**config.mk**
```make
export PLATFORM = sky130hd
export DESIGN_NAME = mesh_term_tx
export DESIGN_NICKNAME = d
export VERILOG_FILES = /design/src/rtl/mesh_term_tx.sv
export SDC_FILE = /design/constraint.sdc
export NUM_CORES = 1
export LEC_CHECK = 0
export ABC_CLOCK_PERIOD_IN_PS = 3900
export CORE_ASPECT_RATIO = 2
export CORE_MARGIN = 3
export CORE_UTILIZATION = 40
export DETAILED_ROUTE_END_ITERATION = 6
export PLACE_DENSITY = 0.67
export SLEW_MARGIN = 20
export SYNTH_ARGS = -nofsm -noshare
export SYNTH_HDL_FRONTEND = slang
export SYNTH_SLANG_ARGS = --single-unit
```
**constraint.sdc**
```tcl
create_clock -name clk -period 3.9 [get_ports clk]
set_input_delay 0.78 -clock clk [delete_from_list [all_inputs] [get_ports clk]]
set_output_delay 0.78 -clock clk [all_outputs]
set_load 0.05 [all_outputs]
```
**src/rtl/mesh_term_tx.sv**
```systemverilog
// Terminal-side transmitter for one mesh port: validates host requests, builds
// mesh packets and buffers them in a FIFO presented to the router input handshake.
module mesh_term_tx #(
    parameter int unsigned ROWS       = 4,
    parameter int unsigned COLUMNS    = 4,
    parameter int unsigned PAKG_SIZE  = 32,
    parameter int unsigned FIFO_DEPTH = 16,
    parameter logic [7:0]  BDCST      = 8'hFF
) (
    input  logic                 clk,
    input  logic                 reset,
    input  logic                 host_push,
    input  logic [3:0]           host_row,
    input  logic [3:0]           host_col,
    input  logic                 host_mode,
    input  logic [PAKG_SIZE-18:0] host_payload,
    output logic                 host_full,
    output logic [PAKG_SIZE-1:0] data_out_i_in,
    output logic                 pndng_i_in,
    input  logic                 popin,
    output logic [15:0]          sent_cnt,
    output logic [15:0]          drop_cnt,
    output logic [15:0]          badaddr_cnt
);

    localparam int unsigned AW = $clog2(FIFO_DEPTH);
    localparam int unsigned CW = AW + 1;

    localparam logic [3:0] ROW_MAX  = 4'(ROWS);
    localparam logic [3:0] ROW_EDGE = 4'(ROWS + 1);
    localparam logic [3:0] COL_MAX  = 4'(COLUMNS);
    localparam logic [3:0] COL_EDGE = 4'(COLUMNS + 1);

    logic [PAKG_SIZE-1:0] mem [FIFO_DEPTH];
    logic [AW-1:0]        wr_ptr;
    logic [AW-1:0]        rd_ptr;
    logic [CW-1:0]        count;

    logic                 addr_valid;
    logic                 full;
    logic                 pop_accept;
    logic                 push_accept;
    logic                 bad_hit;
    logic                 drop_hit;
    logic [PAKG_SIZE-1:0] pkt;

    function automatic logic [15:0] sat_inc(input logic [15:0] v);
        return (v == 16'hFFFF) ? v : v + 16'd1;
    endfunction

    // Terminal addresses sit on the ring just outside the ROWS x COLUMNS core.
    always_comb begin
        addr_valid = 1'b0;
        if ((host_row >= 4'd1) && (host_row <= ROW_MAX) &&
            ((host_col == 4'd0) || (host_col == COL_EDGE)))
            addr_valid = 1'b1;
        if ((host_col >= 4'd1) && (host_col <= COL_MAX) &&
            ((host_row == 4'd0) || (host_row == ROW_EDGE)))
            addr_valid = 1'b1;
        if ({host_row, host_col} == BDCST)
            addr_valid = 1'b1;
    end

    assign full        = (count == CW'(FIFO_DEPTH));
    assign pndng_i_in  = (count != '0);
    assign host_full   = full;
    assign pop_accept  = popin & pndng_i_in;
    assign push_accept = host_push & addr_valid & (~full | pop_accept);
    assign bad_hit     = host_push & ~addr_valid;
    assign drop_hit    = host_push & addr_valid & full & ~pop_accept;
    assign pkt         = {8'h00, host_row, host_col, host_mode, host_payload};

    // Gate the head so stale storage is never shown while empty.
    assign data_out_i_in = pndng_i_in ? mem[rd_ptr] : '0;

    always_ff @(posedge clk) begin
        if (push_accept)
            mem[wr_ptr] <= pkt;
    end

    always_ff @(posedge clk or negedge reset) begin
        if (!reset) begin
            wr_ptr <= '0;
            rd_ptr <= '0;
            count  <= '0;
        end else begin
            if (push_accept)
                wr_ptr <= wr_ptr + AW'(1);
            if (pop_accept)
                rd_ptr <= rd_ptr + AW'(1);
            if (push_accept && !pop_accept)
                count <= count + CW'(1);
            else if (pop_accept && !push_accept)
                count <= count - CW'(1);
        end
    end

    always_ff @(posedge clk or negedge reset) begin
        if (!reset) begin
            sent_cnt    <= '0;
            drop_cnt    <= '0;
            badaddr_cnt <= '0;
        end else begin
            if (pop_accept)
                sent_cnt <= sat_inc(sent_cnt);
            if (drop_hit)
                drop_cnt <= sat_inc(drop_cnt);
            if (bad_hit)
                badaddr_cnt <= sat_inc(badaddr_cnt);
        end
    end

endmodule

```
==> out/metrics.cfg, run 1 <==
[timing]
finalSetupViolations=0
holdWs_ns=0.393
relSlewSlack_pct=37.5
fin_crit_sh_pct=95.5
fmax_mhz=269
skew_ns=0.0201
period_needed_ns=3.72
fin_setup_tns_ns=0
worst_pin_slew_ns=0.937
rsz0062_at_grt=false
hold_viol_final=0
slew_violations=0

[setup_path]
cp.arrival_ns=2.94
cp.buffers_inverters=3
cpPeakStageDelay_ns=0.57
path_class=reg -> out
crit_path_cell_trace=buf_12, buf_12, mux4_2, mux4_2, nor2b_1, buf_4
cp_max_fo=18
crit_family=multiplexers
reg2reg_from=count[0]
r2r_cells=12
r2r_setup_slack_ns=0.64
critPathLaunchType=flop
regToRegEndpoint=count[4]
slowest_stage=dfrtp_4
worstSetupEndpointType=primary output
cp_data_required_time_ns=3.12

[placed_design]
placed_cell_area_um2=20000
port_buffers=101
finalWeightedCongestion=0.759
hpwl_um=24300

[routing]
vias_per_cell=5.49
drc_errors=0
wl_um=39200
dr.pass1.iters=4
drtIter0Drc=625
wl_per_cell_um=23.9
ant_nets=0
via_count=8990

[floorplanning]
dieHeight_um=305
dieArea_um2=47500
die_w_um=156
row_count=109
core_um2=44200
ios=110
start_util_pct=40.6

[layout]
utilization_pct=47.9
regArea_um2=13100
multi_input_area_um2=4660
nNetsFinal=1098
design_area_um2=21200
layout_common_cells=384 x edfxtp_1, 120 x mux4_2, 76 x clkdlybuf4s50_1
areaGrowthSynthToFinish_pct=18.1
drive_gt1_share_pct=25.8
final_common_cell=edfxtp_1
fillers=3724

[global_routing]
grt_start_max_net_pins=41
grt_overflow=0
grt_usage_pct=16.8
grt_pass1_wl_um=60200
antenna_found_initial=1
grt_pass1_vias=9761

[power_and_ir_drop]
leakage_nw=7.02
p_per_area_nw_per_um2=673
p_total_mw=14.2
vdd_drop_max_v=0.000490

[clocking]
cts.htree.levels=2
clock_latency_ns=0.53
numCtsBuffers=38
cts_root_buf=clkbuf_16
cts.sinks=445
cts_tree=built
cts_buffer_depth=3
clk_pin_slew_ns=0.07

[synth]
syn_area_um2=17900
synth_seq_area_share_pct=72.9
synth_cell_types=42
netlist.area_leader.share_pct=64.3
synth.avg_cell_area_um2=19.8
ys_warn_count=0
synth-edff-count=384
netlist_top_cells_area=edfxtp_1 64%, mux4_2 15%, dfrtp_1 8.5%
synth_ff_type=edfxtp_1
synth-seq-cells=445
async_reset_ff_share_pct=13.7
syn_inst=904
synth_area_leader_cell=edfxtp_1

[outcome]
outcome=finished clean

[run]
max_cap_violations=0

[hold_path]
hold_path_class=in -> async

==> where the power goes <==
| group | total, mW | switching (mW) | internal (mW) |
|---|---|---|---|
| registers | 5.67 | 0.314 | 5.36 |
| clock network | 3.60 | 1.62 | 1.98 |
| logic | 4.98 | 2.79 | 2.19 |
==> per-layer routing <==
| metal | GRT usage, % | wire, um |
|---|---|---|
| met4 | 5.05 | 885 |
| met2 | 31.7 | 22300 |
| met3 | 3.05 | 2330 |
| met5 | 0 | 0 |
| met1 | 19.0 | 13600 |
==> state kept, by name, indices dropped and copies added (netlist names) <==
| name | cells |
|---|---|
| rd_ptr | 4 |
| sent_cnt | 16 |
| count | 5 |
| badaddr_cnt | 16 |
| drop_cnt | 16 |
| mem | 384 |
| wr_ptr | 4 |
==> worst max path at each step <==
| stage | depth (start not counted) | from | slack [ns] | end |
|---|---|---|---|---|
| after floorplan | 5 | host_col[3] | -0.46 | mem[4][0] |
| after global placement | 13 | host_col[1] | 0.11 | count[4] |
| after detailed placement | 13 | host_col[0] | 0.05 | count[4] |
| after CTS | 4 | rd_ptr[0] | 0.02 | data_out_i_in[21] |
| after global routing | 6 | rd_ptr[0] | 0.05 | data_out_i_in[0] |
| final | 6 | rd_ptr[0] | 0.18 | data_out_i_in[1] |
==> Yosys cell counts, types with 2 or more instances <==
cell and n:
edfxtp_1 384, a21o_1 2, nor2_1 16, and3_1 9, buf_4 9, o21ai_0 5
nand4_1 20, buf_6 4, xor2_1 23, a21oi_1 2, inv_1 10, nor3_1 33
nor4_1 10, and4_1 5, buf_2 15, mux2_1 4, clkbuf_1 19, nand3_1 22
dfrtp_1 61, ha_1 12, nand3b_1 2, nand2_1 31, buf_1 3, or3_1 4
xnor2_1 31, nor2b_1 25, mux2_2 5, mux4_2 120, or2_2 5
==> final cells by class <==
| class | count | share of cell area [%] |
|---|---|---|
| Timing Repair Buffer | 156 | 7.29 |
| Sequential cell | 445 | 61.7 |
| Inverter | 11 | 0.195 |
| Antenna cell | 1 | 0.0118 |
| Multi-Input combinational cell | 405 | 22.0 |
| Tap cell | 555 | 3.28 |
| Clock buffer | 50 | 4.81 |
| Clock inverter | 16 | 0.650 |
==> kinds of logic (layout without fill, tap and decap cells) <==
kind of cell	Yosys count	count (layout)	share of synthesized area (%)
other	1	9	0.0209
xor gates and xnor gates	54	54	2.64
muxes	129	129	15.6
and+or+nand+nor	188	188	5.65
DFF	445	445	72.9
AOI/OAI and AO/OA	13	13	0.496
adders and majority gates	13	13	0.949
buffers and inverters	61	233	1.74
==> what timing repair did <==
action / 4_1_cts / 5_1_grt
gates resized for setup: 5 / 4
hold buffers: 0 / 0
cloned: 0 / 0
setup buffers: 2 / 0
setup endpoints to repair: 10 / 4
==> stage by stage <==
step	instances	setup slack, ns
after floorplan	911	-0.459
after global placement	1570	0.111
after detailed placement	1570	0.0500
after CTS	1638	0.0181
after global routing	1639	0.0539
final	1639	0.177
Power figures use the tool's default switching activity.
==> inputs of run 2 (changes only) <==
--- a/config.mk
+++ b/config.mk
@@ -15,3 +15,4 @@
 export SYNTH_ARGS = -nofsm -noshare
 export SYNTH_HDL_FRONTEND = slang
 export SYNTH_SLANG_ARGS = --single-unit
+export TNS_END_PERCENT = 10
==> out/metrics.cfg, run 2 (same netlist as run 1, synthesis figures left out) <==
[floorplanning]
ios=110  ; unchanged
dieHeight_um=305  ; unchanged
dieArea_um2=47500  ; unchanged
row_count=109  ; unchanged
core_um2=44200  ; unchanged
start_util_pct=40.6  ; unchanged
die_w_um=156  ; unchanged

[clocking]
cts.htree.levels=2  ; unchanged
clk_pin_slew_ns=0.06  ; about the same
clock_latency_ns=0.53  ; about the same
cts_buffer_depth=3  ; unchanged
numCtsBuffers=38  ; unchanged
cts_root_buf=clkbuf_16
cts_tree=built
cts.sinks=445  ; unchanged

[layout]
areaGrowthSynthToFinish_pct=18.0
layout_common_cells=384 x edfxtp_1, 120 x mux4_2, 76 x clkdlybuf4s50_1
drive_gt1_share_pct=25.9  ; +0.14 points
fillers=3723  ; -0.027%
largest_reg_flops=384  ; unchanged
nNetsFinal=1100  ; +0.18%
regMostFlops=mem
final_common_cell=edfxtp_1

[timing]
skew_ns=0.0206  ; +0.000536 ns
hold_viol_final=0  ; unchanged
worst_slack_ns=0.135  ; -0.0418 ns
fmax_mhz=266  ; -1.1%
finalSetupViolations=0  ; unchanged
slew_violations=0  ; unchanged
worst_pin_slew_ns=0.934  ; -0.00320 ns
period_needed_ns=3.76  ; +0.0418 ns
relSlewSlack_pct=37.8  ; +0.21 points
fin_setup_tns_ns=0  ; unchanged
fin_crit_sh_pct=96.5  ; +1.1 points
rsz0062_at_grt=false

[setup_path]
worstSetupEndpointType=primary output
cp.arrival_ns=2.98  ; +0.04 ns
crit_path_cell_trace=buf_4, mux4_2, mux4_2, nor2b_1, buf_4
cp_max_fo=32  ; +14
cp_data_required_time_ns=3.12  ; about the same
cpPeakStageDelay_ns=0.74  ; +0.17 ns
slowest_stage=dfrtp_4
path_class=reg -> out
critPathLaunchType=flop

[global_routing]
antenna_found_initial=1  ; unchanged
grt_pass1_vias=9770  ; +0.092%
grt_usage_pct=16.7  ; -0.038 points
grt_start_max_net_pins=41  ; unchanged
grt_pass1_wl_um=60100  ; -0.14%
grt_overflow=0  ; unchanged

[power_and_ir_drop]
p_total_mw=14.2  ; -0.34%
p_per_area_nw_per_um2=672  ; -0.21%
leakage_nw=7.00  ; -0.18%
vdd_drop_max_v=0.000487  ; -0.65%

[placed_design]
hpwl_um=24300  ; unchanged
finalWeightedCongestion=0.759  ; unchanged
pre_cts_ws_ns=0.0500  ; unchanged
port_buffers=101  ; unchanged

[routing]
wl_per_cell_um=23.8  ; -0.34%
dr.pass1.iters=5  ; +1
vias_per_cell=5.49  ; about the same
via_count=9002  ; +0.13%
wl_um=39100  ; -0.22%
drtIter0Drc=667  ; +6.7%
ant_nets=0  ; unchanged
drc_errors=0  ; unchanged

[outcome]
outcome=finished clean

[run]
max_cap_violations=0  ; unchanged

[hold_path]
hold_path_class=in -> async

-- run 2: cell type report --
| cell class | instances | area (um2) | share of cell area (%) |
|---|---|---|---|
| Sequential cell | 445 | 13100 | 61.8 |
| Inverter | 11 | 41.3 | 0.195 |
| Antenna cell | 1 | 2.50 | 0.0118 |
| Clock inverter | 16 | 138 | 0.651 |
| Multi-Input combinational cell | 405 | 4660 | 22.1 |
| Timing Repair Buffer | 158 | 1520 | 7.18 |
| Clock buffer | 50 | 1020 | 4.81 |
| Tap cell | 555 | 694 | 3.28 |
-- run 2: path summary, 6_finish.rpt --
path / start / endpoint / slack [ns] / cells after the start
worst max-delay path: rd_ptr[1] / data_out_i_in[23] / 0.14 / 5
worst min-delay path: reset / rd_ptr[3] / 0.40 / 1
worst max register to register: count[0] / count[4] / 0.64 / 12
worst min register to register: drop_cnt[13] / drop_cnt[13] / 0.49 / 1
max in group asynchronous: reset / drop_cnt[0] / 2.65 / 2
min in group clk: drop_cnt[13] / drop_cnt[13] / 0.49 / 1
-- run 2: layer usage --
| metal | vias to the layer above | wire length [um] | global-route usage (%) |
|---|---|---|---|
| met5 | - | 0 | 0 |
| met4 | 0 | 1000 | 5.03 |
| met3 | 56 | 2040 | 2.97 |
| met2 | 261 | 22200 | 31.7 |
| met1 | 4764 | 13900 | 18.9 |
| li1 | 3921 | - | - |
-- run 2: power breakdown --
group          total (mW)  switching, mW  internal [mW]
clock                3.60           1.62           1.98
combinational        4.91           2.76           2.15
sequential           5.69          0.337           5.36
-- run 2: stage by stage --
step | area, um2 | hold WS, ns | utilization (%) | instances
2_1_floorplan | 17900 | 0.484 | - | 911
5_1_grt | 21100 | 0.437 | 47.8 | 1641
6_report | 21100 | 0.396 | 47.8 | 1641
4_1_cts | 21100 | 0.401 | 47.8 | 1636
3_3_place_gp | 20000 | 0.484 | 45.1 | 1570
3_5_place_dp | 20000 | 0.479 | 45.1 | 1570
-- run 2: critical path, delay by kind of cell, from the launching register on --
kind	cells	cell delay, ns
and+or+nand+nor	1	0.20
buffers and inverters	2	0.67
muxes	2	0.85
DFF	1	0.74
-- run 2: timing repair --
| item | CTS | global route |
|---|---|---|
| buffers inserted | 0 | 4 |
| setup endpoints to repair | 10 | 3 |
| resized for setup | 7 | 1 |
| hold buffers | 0 | 0 |
| cloned | 0 | 0 |
